### src/rtl/legv8_pkg.sv
// legv8_pkg: shared LEGv8 widths, opcode constants and fetch FSM encoding.
package legv8_pkg;

    localparam int INSTR_W  = 32;
    localparam int OPCODE_W = 11;

    localparam logic [OPCODE_W-1:0] OP_ADD  = 11'b10001011000;
    localparam logic [OPCODE_W-1:0] OP_SUB  = 11'b11001011000;
    localparam logic [OPCODE_W-1:0] OP_AND  = 11'b10001010000;
    localparam logic [OPCODE_W-1:0] OP_ORR  = 11'b10101010000;
    localparam logic [OPCODE_W-1:0] OP_LDUR = 11'b11111000010;
    localparam logic [OPCODE_W-1:0] OP_STUR = 11'b11111000000;

    // Fixed encodings so the state register stays compatible with older dumps.
    typedef enum logic [2:0] {
        ST_BOOT = 3'd0,
        ST_REQ  = 3'd1,
        ST_WAIT = 3'd2,
        ST_KILL = 3'd3,
        ST_FULL = 3'd4
    } ifu_state_e;

    // Primary opcode field of an instruction word.
    function automatic logic [OPCODE_W-1:0] opcode_of(input logic [INSTR_W-1:0] instr);
        return instr[31:21];
    endfunction

endpackage

### src/rtl/ifu_instr_buf.sv
// ifu_instr_buf: shift-register FIFO of {pc, instr}. Entry 0 is always the
// head, so the head fields come straight out of flops. Vacated entries are
// zeroed, so an empty buffer presents all-zero head fields.
module ifu_instr_buf
    import legv8_pkg::*;
#(
    parameter int PC_W  = 64,
    parameter int DEPTH = 2
) (
    input  logic                       clk,
    input  logic                       rst_n,
    input  logic                       push,
    input  logic                       pop,
    input  logic                       flush,
    input  logic [PC_W-1:0]            push_pc,
    input  logic [INSTR_W-1:0]         push_instr,
    output logic [$clog2(DEPTH+1)-1:0] count,
    output logic                       head_valid,
    output logic [PC_W-1:0]            head_pc,
    output logic [INSTR_W-1:0]         head_instr
);

    localparam int CNT_W = $clog2(DEPTH + 1);

    logic [PC_W-1:0]    pc_r    [DEPTH];
    logic [INSTR_W-1:0] instr_r [DEPTH];
    logic [PC_W-1:0]    shift_pc_s    [DEPTH];
    logic [INSTR_W-1:0] shift_instr_s [DEPTH];
    logic [CNT_W-1:0]   count_r;
    logic [CNT_W-1:0]   count_nxt_s;
    logic [CNT_W-1:0]   wr_idx_s;
    logic               valid_r;
    logic               do_pop_s;
    logic               do_push_s;

    // Qualify push/pop, pick the write slot and compute the shifted-down image.
    always_comb begin
        do_pop_s  = pop && (count_r != '0);
        do_push_s = push && !flush && ((count_r != CNT_W'(DEPTH)) || do_pop_s);
        if (do_pop_s) begin
            wr_idx_s = count_r - CNT_W'(1);
        end else begin
            wr_idx_s = count_r;
        end
        if (flush) begin
            count_nxt_s = '0;
        end else begin
            count_nxt_s = count_r + CNT_W'(do_push_s) - CNT_W'(do_pop_s);
        end
        for (int i = 0; i < DEPTH - 1; i++) begin
            shift_pc_s[i]    = pc_r[i+1];
            shift_instr_s[i] = instr_r[i+1];
        end
        shift_pc_s[DEPTH-1]    = '0;
        shift_instr_s[DEPTH-1] = '0;
    end

    // Storage: flush clears everything (after any pop), otherwise shift and/or write.
    always_ff @(posedge clk or negedge rst_n) begin
        if (!rst_n) begin
            for (int i = 0; i < DEPTH; i++) begin
                pc_r[i]    <= '0;
                instr_r[i] <= '0;
            end
        end else if (flush) begin
            for (int i = 0; i < DEPTH; i++) begin
                pc_r[i]    <= '0;
                instr_r[i] <= '0;
            end
        end else begin
            for (int i = 0; i < DEPTH; i++) begin
                if (do_push_s && (wr_idx_s == CNT_W'(i))) begin
                    pc_r[i]    <= push_pc;
                    instr_r[i] <= push_instr;
                end else if (do_pop_s) begin
                    pc_r[i]    <= shift_pc_s[i];
                    instr_r[i] <= shift_instr_s[i];
                end
            end
        end
    end

    // Occupancy and registered non-empty flag.
    always_ff @(posedge clk or negedge rst_n) begin
        if (!rst_n) begin
            count_r <= '0;
            valid_r <= 1'b0;
        end else begin
            count_r <= count_nxt_s;
            valid_r <= (count_nxt_s != '0);
        end
    end

    assign count      = count_r;
    assign head_valid = valid_r;
    assign head_pc    = pc_r[0];
    assign head_instr = instr_r[0];

endmodule

### src/rtl/instr_fetch_unit.sv
// instr_fetch_unit: LEGv8 fetch front end. Holds the PC, issues one word
// request at a time to instruction memory, buffers responses for decode and
// redirects on a taken branch, dropping wrong-path data.
// Build option: define IFU_PERF_CNT_EN to add perf_fetched / perf_flushed.
module instr_fetch_unit
    import legv8_pkg::*;
#(
    parameter int              PC_W      = 64,
    parameter logic [PC_W-1:0] RESET_PC  = '0,
    parameter int              BUF_DEPTH = 2
) (
    input  logic                clk,
    input  logic                rst_n,
    output logic                imem_req_valid,
    input  logic                imem_req_ready,
    output logic [PC_W-1:0]     imem_req_addr,
    input  logic                imem_rsp_valid,
    input  logic [INSTR_W-1:0]  imem_rsp_data,
    output logic                dec_valid,
    input  logic                dec_ready,
    output logic [INSTR_W-1:0]  dec_instr,
    output logic [OPCODE_W-1:0] dec_opcode,
    output logic [PC_W-1:0]     dec_pc,
    input  logic                redirect,
    input  logic [PC_W-1:0]     redirect_target
`ifdef IFU_PERF_CNT_EN
    ,
    output logic [31:0]         perf_fetched,
    output logic [31:0]         perf_flushed
`endif
);

    localparam int              CNT_W      = $clog2(BUF_DEPTH + 1);
    localparam logic [PC_W-1:0] ALIGN_MASK = {{(PC_W-2){1'b1}}, 2'b00};

    ifu_state_e       state_r, state_nxt_s;
    logic [PC_W-1:0]  pc_r, pc_nxt_s;
    logic [PC_W-1:0]  req_pc_r, req_pc_nxt_s;
    logic             req_valid_r;
    logic             fire_s;
    logic             pop_s;
    logic             push_s;
    logic [CNT_W-1:0] count_s;
    logic [CNT_W-1:0] cnt_after_s;

    assign fire_s      = req_valid_r && imem_req_ready;
    assign pop_s       = dec_valid && dec_ready;
    // A response racing a redirect is wrong-path and never enters the buffer.
    assign push_s      = (state_r == ST_WAIT) && imem_rsp_valid && !redirect;
    assign cnt_after_s = count_s + CNT_W'(push_s) - CNT_W'(pop_s);

    // Next state, next PC and the PC tagged onto the outstanding request.
    always_comb begin
        state_nxt_s = state_r;
        case (state_r)
            ST_BOOT: state_nxt_s = ST_REQ;
            ST_REQ: begin
                if (fire_s) begin
                    state_nxt_s = redirect ? ST_KILL : ST_WAIT;
                end else begin
                    state_nxt_s = ST_REQ;
                end
            end
            ST_WAIT: begin
                if (redirect) begin
                    state_nxt_s = imem_rsp_valid ? ST_REQ : ST_KILL;
                end else if (imem_rsp_valid) begin
                    state_nxt_s = (cnt_after_s < CNT_W'(BUF_DEPTH)) ? ST_REQ : ST_FULL;
                end else begin
                    state_nxt_s = ST_WAIT;
                end
            end
            ST_FULL: begin
                if (redirect || pop_s) begin
                    state_nxt_s = ST_REQ;
                end else begin
                    state_nxt_s = ST_FULL;
                end
            end
            ST_KILL: begin
                // The single killed response closes out the old request.
                if (imem_rsp_valid) begin
                    state_nxt_s = ST_REQ;
                end else begin
                    state_nxt_s = ST_KILL;
                end
            end
            default: state_nxt_s = ST_BOOT;
        endcase

        if (redirect) begin
            pc_nxt_s = redirect_target & ALIGN_MASK;
        end else if (fire_s) begin
            pc_nxt_s = pc_r + PC_W'(4);
        end else begin
            pc_nxt_s = pc_r;
        end

        if (fire_s) begin
            req_pc_nxt_s = pc_r;
        end else begin
            req_pc_nxt_s = req_pc_r;
        end
    end

    // FSM, PC and registered request-valid.
    always_ff @(posedge clk or negedge rst_n) begin
        if (!rst_n) begin
            state_r     <= ST_BOOT;
            pc_r        <= RESET_PC & ALIGN_MASK;
            req_pc_r    <= '0;
            req_valid_r <= 1'b0;
        end else begin
            state_r     <= state_nxt_s;
            pc_r        <= pc_nxt_s;
            req_pc_r    <= req_pc_nxt_s;
            req_valid_r <= (state_nxt_s == ST_REQ);
        end
    end

    assign imem_req_valid = req_valid_r;
    assign imem_req_addr  = pc_r;

    ifu_instr_buf #(
        .PC_W  (PC_W),
        .DEPTH (BUF_DEPTH)
    ) u_buf (
        .clk        (clk),
        .rst_n      (rst_n),
        .push       (push_s),
        .pop        (pop_s),
        .flush      (redirect),
        .push_pc    (req_pc_r),
        .push_instr (imem_rsp_data),
        .count      (count_s),
        .head_valid (dec_valid),
        .head_pc    (dec_pc),
        .head_instr (dec_instr)
    );

    assign dec_opcode = opcode_of(dec_instr);

`ifdef IFU_PERF_CNT_EN
    logic [31:0] perf_fetched_r;
    logic [31:0] perf_flushed_r;
    logic        kill_new_s;
    logic [31:0] flushed_inc_s;

    // A redirect kills a response only if one is outstanding and not yet killed.
    assign kill_new_s    = (state_r == ST_WAIT) || fire_s;
    assign flushed_inc_s = 32'(count_s) - 32'(pop_s) + 32'(kill_new_s);

    // Fetched / flushed event counters, free-running modulo 2^32.
    always_ff @(posedge clk or negedge rst_n) begin
        if (!rst_n) begin
            perf_fetched_r <= 32'd0;
            perf_flushed_r <= 32'd0;
        end else begin
            perf_fetched_r <= perf_fetched_r + 32'(push_s);
            if (redirect) begin
                perf_flushed_r <= perf_flushed_r + flushed_inc_s;
            end
        end
    end

    assign perf_fetched = perf_fetched_r;
    assign perf_flushed = perf_flushed_r;
`endif

endmodule

### config.mk
export PLATFORM = sky130hd
export DESIGN_NAME = instr_fetch_unit
export DESIGN_NICKNAME = d
export VERILOG_FILES = /design/src/rtl/legv8_pkg.sv /design/src/rtl/ifu_instr_buf.sv /design/src/rtl/instr_fetch_unit.sv
export SDC_FILE = /design/constraint.sdc
export NUM_CORES = 1
export LEC_CHECK = 0
export CAP_MARGIN = 10
export CORE_MARGIN = 5
export CORE_UTILIZATION = 57
export DETAILED_ROUTE_END_ITERATION = 8
export DONT_BUFFER_PORTS = 1
export HOLD_SLACK_MARGIN = 0.03
export PLACE_DENSITY = 0.72
export SYNTH_ARGS = -nofsm -noshare
export SYNTH_HDL_FRONTEND = slang
export SYNTH_SLANG_ARGS = --single-unit
### constraint.sdc
create_clock -name clk -period 6.35 [get_ports clk]
set_input_delay 0.3175 -clock clk [delete_from_list [all_inputs] [get_ports clk]]
set_output_delay 0.3175 -clock clk [all_outputs]
set_load 0.01 [all_outputs]
==> results.md <==
Yosys:
- The number of synthesized register bits is 321.
- The cell count after synthesis came out at roughly 1500.
- Synthesis instantiated 45 different standard cells from the library.
- The top flip-flop cell by instance count after synthesis is sky130_fd_sc_hd__dfrtp_1.
- After synthesis the cells add up to 0.0150 mm^2.
- Summed over all instances, the cell type with the most area after synthesis is sky130_fd_sc_hd__dfrtp_1.
- Ranked by instance count, the synthesized netlist is headed by 321 x sky130_fd_sc_hd__dfrtp_1, 272 x sky130_fd_sc_hd__nand2_1, 117 x sky130_fd_sc_hd__nor2_1.
- Dividing the synthesized area by the synthesized cell count gives between 10 and 15 um^2.
- For this run, asynchronously set or reset flops after synthesis account for 100%.
- The number of flops mapped to enable cells by yosys is 0.
- During synthesis, Yosys emitted a total of 0 warnings.
- Yosys attributes the largest share of cell area to sky130_fd_sc_hd__dfrtp_1 53%, sky130_fd_sc_hd__nand2_1 6.8%, sky130_fd_sc_hd__a22o_1 5.5%.
- By instance count, the leading cell after synthesis is sky130_fd_sc_hd__dfrtp_1.
- The top-area cell type share of the netlist area is 53.4%.
- The sequential share of the synthesized area is 53.4%.

Clocking:
- CTS built an H-tree with a depth of 2.
- The number of clock sinks seen by CTS is ~320.
- The clock insertion delay at the later pin of the skew report is slightly above 0.5 ns.
- The number of cells upsized or downsized after cts is 0.
- In this run, post-CTS hold repair placed 98 buffers.
- Buffers inserted during clock tree synthesis total 35.
- The tree is rooted in a sky130_fd_sc_hd__clkbuf_16.
- The clock-pin transition on the worst setup and hold timing paths is ~0.06 ns.
- The worst-case clock buffer depth is 3.
- TritonCTS built the clock tree.
- The number of buffers inserted by post-CTS setup repair is 0.

Global routing:
- The global route total overflow is 0.
- The initial antenna violation count is 1.
- The total global routing track utilization is 26.1%.
- The via count of the first global-routing pass was 11033.
- The first global-routing pass estimated 61900 um of wire.
- Entering global routing, the biggest net connects 322 pins.

Worst setup path:
- The kind of cell with the highest combined delay along the critical path is buffers and inverters.
- The kind of capture point of the worst setup path is a flop.
- The launch point of the worst reg-to-reg path is u_buf.count[1]$_DFF_PN0_.
- The termination of the worst setup path is u_buf.head_instr[17]$_DFFE_PN0P_.
- The maximum fanout along the worst path is between 100 and 150.
- The arrival time at the worst endpoint is 5.00 ns.
- The startpoint-to-endpoint class of the critical path is reg2reg.
- Across all register-to-register paths, the minimum setup slack is 1.79 ns.
- The signal on the critical path passes through inv_1 > ha_1 > nand3b_1 > inv_4 > ha_1 > inv_1 > or4_4 > buf_4 > nor2_1 > a311oi_1 > dlygate4sd3_1.
- The launch point of the worst path is u_buf.count[1]$_DFF_PN0_.
- For this run, the slowest stage of the critical path takes between 0.8 and 0.9 ns.
- The critical path contains buffers and inverters numbering 5 combined.
- The instance count on the critical path is 11.
- The largest individual stage delay along the critical path comes from the cell sky130_fd_sc_hd__buf_4.
- The capture point of the worst reg-to-reg path is u_buf.head_instr[17]$_DFFE_PN0P_.
- The worst endpoint required time is roughly 6.8 ns.
- STA classifies the critical path startpoint as a flop.
- The worst reg2reg path depth is 11.

Timing:
- For the pin with the worst max-slew slack, the measured transition is between 1 and 1.5 ns.
- The worst relative slew slack is 24.5%.
- The final setup TNS is 0 ns.
- The clock period minus worst slack is 4.56 ns.
- On the final layout, the worst clock skew is about 0.015 ns.
- The setup-violating endpoint count in the final report is 0.
- The share of the clock period used by the worst path is 71.7%.
- The tightest hold path in the finished design has a slack of -0.489 ns.
- The worst-case setup margin in the final layout is around 1.8 ns.
- The number of failing hold endpoints at the final stage is approximately 320.
- Setup repair after global routing left no endpoint under its margin.
- The max-slew violation total from the final report is 0.
- For this run, the top clock speed supported by timing is approximately 0.22 GHz.

Power:
- IR analysis of the VDD net gives a maximum drop of 0.256 mV.
- Summed over all cells, the static leakage comes to around 7 nW.
- The power density relative to cell area is 311 mW/mm^2.
- Per report_power, the clock group accounts for about two fifths of the total.
- Registers are responsible for about half of the overall power.
- In this run switching power makes up about 26% of total power.
- The net switching power figure is between 1 and 1.5 mW.
- Cell internal power was estimated by the tool at around 3.8 mW.
- The fraction of power consumed by combinational cells is between 10% and 20%.

Die:
- Once the floorplan was initialized, standard cells occupied just under 60% of the core.
- The core outline area is about 0.026 mm^2.
- The number of placed I/O pins is between 200 and 300.
- The die is approximately 170 um wide.
- Measured along the y axis, the die boundary spans around 170 um.
- The floorplan step defined a die boundary enclosing about 0.03 mm^2.
- The number of rows created at floorplan is between 50 and 60.

Drt:
- The aggregate routed wire length is 38900 um.
- The first routing iteration left ~1100 violations.
- Summing over every cut layer, the via total after detailed routing is around 11000.
- The average wire length per cell after detail routing is ~22 um.
- The detail route stage leaves a number of antenna-violating nets equal to 0.
- In the routed design, unresolved DRC markers number 0.
- Using the TritonRoute via totals, the vias-per-cell ratio works out to around 6.2.
- For this run, the detailed router's first-pass iteration total came to 5.

Placement:
- Timing analysis after detailed placement gives a worst setup slack of ~2.2 ns.
- The global placer's final weighted congestion is 0.815.
- The cell count after placement is about 1600.
- The HPWL after detailed placement is 22500 um.
- In this run the tool buffered the top-level ports with 0 buffer cells.

Final layout:
- From synthesis to final layout, the design area changed by 9.71%.
- The fraction of final layout cells sized beyond drive strength 1 is under 10%.
- The number of antenna cells inserted is 0.
- The number of nets at the end of the flow is approximately 1500.
- Cells fill around 63% of the core in the end.
- After the flow finishes, the layout carries non-filler instances totaling about 1800.

Worst hold path:
- The worst hold path belongs to the class in2async.

Status:
- The flow ran to the end, but the final reports show violations.
- The checks that failed: negative hold slack.

Flow run:
- Across the run, the number of max-cap violations was 0.
[cell families (layout without fill, tap and decap cells)]
family | count (synthesis) | after routing | share of synthesized area (%)
flops | 321 | 321 | 53.4
buf+inv | 227 | 181 | 8.41
mux | 63 | 63 | 4.69
compound gates | 272 | 272 | 14.1
xor+xnor | 49 | 49 | 2.85
other cells | 1 | 2 | 0.0249
simple gates | 536 | 536 | 16.0
fa+ha+maj | 6 | 6 | 0.499
[area by class of cell]
cell class | count | area [um^2]
fill | 2014 | 9490
inverter | 14 | 55.1
multi-input combinational | 928 | 5770
tap | 335 | 419
clock buffer | 51 | 1070
sequential | 321 | 8030
timing repair buffer | 109 | 1080
clock inverter | 7 | 62.6
[power by group through the flow]
stage,clock network [mW],logic [mW],registers (mW)
floorplan,0,0.443,2.54
CTS,2.03,0.528,2.61
global placement,0,0.434,2.63
detailed placement,0,0.452,2.64
global route,2.11,0.584,2.66
finish,1.99,0.526,2.61
[sequential cells by signal, summed over array words and instances, names as in the netlist, 2 cells and up]
register	count
u_buf.instr_r	32
u_buf.head_pc	63
u_buf.head_instr	32
imem_req_addr	62
u_buf.pc_r	63
u_buf.count	2
req_pc_r	62
state_r	3
[layer usage]
| metal | track usage, % | wire, um | vias to the layer above |
|---|---|---|---|
| met2 | 40.8 | 18200 | 432 |
| met5 | 0 | 13 | - |
| met3 | 7.18 | 3420 | 78 |
| met1 | 35.6 | 16200 | 5534 |
| li1 | - | - | 4984 |
| met4 | 8.27 | 1050 | 2 |
[how the worst min path moves through the flow]
stage,startpoint,end,cells after the start
after global placement,rst_n,u_buf.head_instr[6]$_DFFE_PN0P_,0
after CTS,rst_n,u_buf.head_instr[10]$_DFFE_PN0P_,0
after detailed placement,rst_n,u_buf.head_instr[6]$_DFFE_PN0P_,0
after global routing,rst_n,u_buf.head_instr[6]$_DFFE_PN0P_,0
final,rst_n,u_buf.head_instr[6]$_DFFE_PN0P_,0
after floorplan,rst_n,imem_req_addr[10]$_DFFE_PN0N_,0
[placed cells by master, fill, tap and decap left out, types with 2 or more instances in the layout]
cell	netlist	final
sky130_fd_sc_hd__dfrtp_1	321	321
sky130_fd_sc_hd__nand2_1	272	271
sky130_fd_sc_hd__nor2_1	117	117
sky130_fd_sc_hd__dlygate4sd3_1	0	97
sky130_fd_sc_hd__a22o_1	95	95
sky130_fd_sc_hd__a311oi_1	95	94
sky130_fd_sc_hd__mux2_2	60	60
sky130_fd_sc_hd__o21ai_0	60	60
sky130_fd_sc_hd__clkbuf_16	0	37
sky130_fd_sc_hd__xnor2_1	33	33
sky130_fd_sc_hd__nand3_1	26	26
sky130_fd_sc_hd__nand4_1	23	23
sky130_fd_sc_hd__xor2_1	16	16
sky130_fd_sc_hd__and3_1	16	16
sky130_fd_sc_hd__nor3_1	14	14
sky130_fd_sc_hd__nor4_1	14	13
sky130_fd_sc_hd__inv_1	12	12
sky130_fd_sc_hd__or4_1	12	11
sky130_fd_sc_hd__buf_4	109	11
sky130_fd_sc_hd__a31oi_1	10	10
sky130_fd_sc_hd__nor2b_1	9	9
sky130_fd_sc_hd__clkbuf_8	0	9
sky130_fd_sc_hd__and2_1	7	7
sky130_fd_sc_hd__or3_1	7	7
sky130_fd_sc_hd__and4_1	6	6
sky130_fd_sc_hd__ha_1	6	6
sky130_fd_sc_hd__a22oi_1	5	5
sky130_fd_sc_hd__clkbuf_1	97	5
sky130_fd_sc_hd__clkinv_2	0	5
sky130_fd_sc_hd__or2_2	3	3
sky130_fd_sc_hd__mux2i_1	3	3
sky130_fd_sc_hd__nor4_2	2	3
sky130_fd_sc_hd__nand4bb_1	2	2
sky130_fd_sc_hd__nor4b_1	2	2
sky130_fd_sc_hd__a21o_1	2	2
sky130_fd_sc_hd__conb_1	1	2
[worst reg2reg max path, stage by stage (launching register included)]
cell and delay, ns:
sky130_fd_sc_hd__dfrtp_1 0.44, sky130_fd_sc_hd__inv_1 0.07, sky130_fd_sc_hd__ha_1 0.17, sky130_fd_sc_hd__nand3b_1 0.66
sky130_fd_sc_hd__inv_4 0.68, sky130_fd_sc_hd__ha_1 0.35, sky130_fd_sc_hd__inv_1 0.14, sky130_fd_sc_hd__or4_4 0.15
sky130_fd_sc_hd__buf_4 0.85, sky130_fd_sc_hd__nor2_1 0.09, sky130_fd_sc_hd__a311oi_1 0.31, sky130_fd_sc_hd__dlygate4sd3_1 0.60
[metrics by stage]
stage                     power [mW]  area (um^2)
after detailed placement        3.10        14400
final                           5.13        16500
after global routing            5.35        16500
after CTS                       5.17        16500
after floorplan                 2.98        15000
after global placement          3.06        14400
No activity file was read; power rests on OpenSTA's default activity.
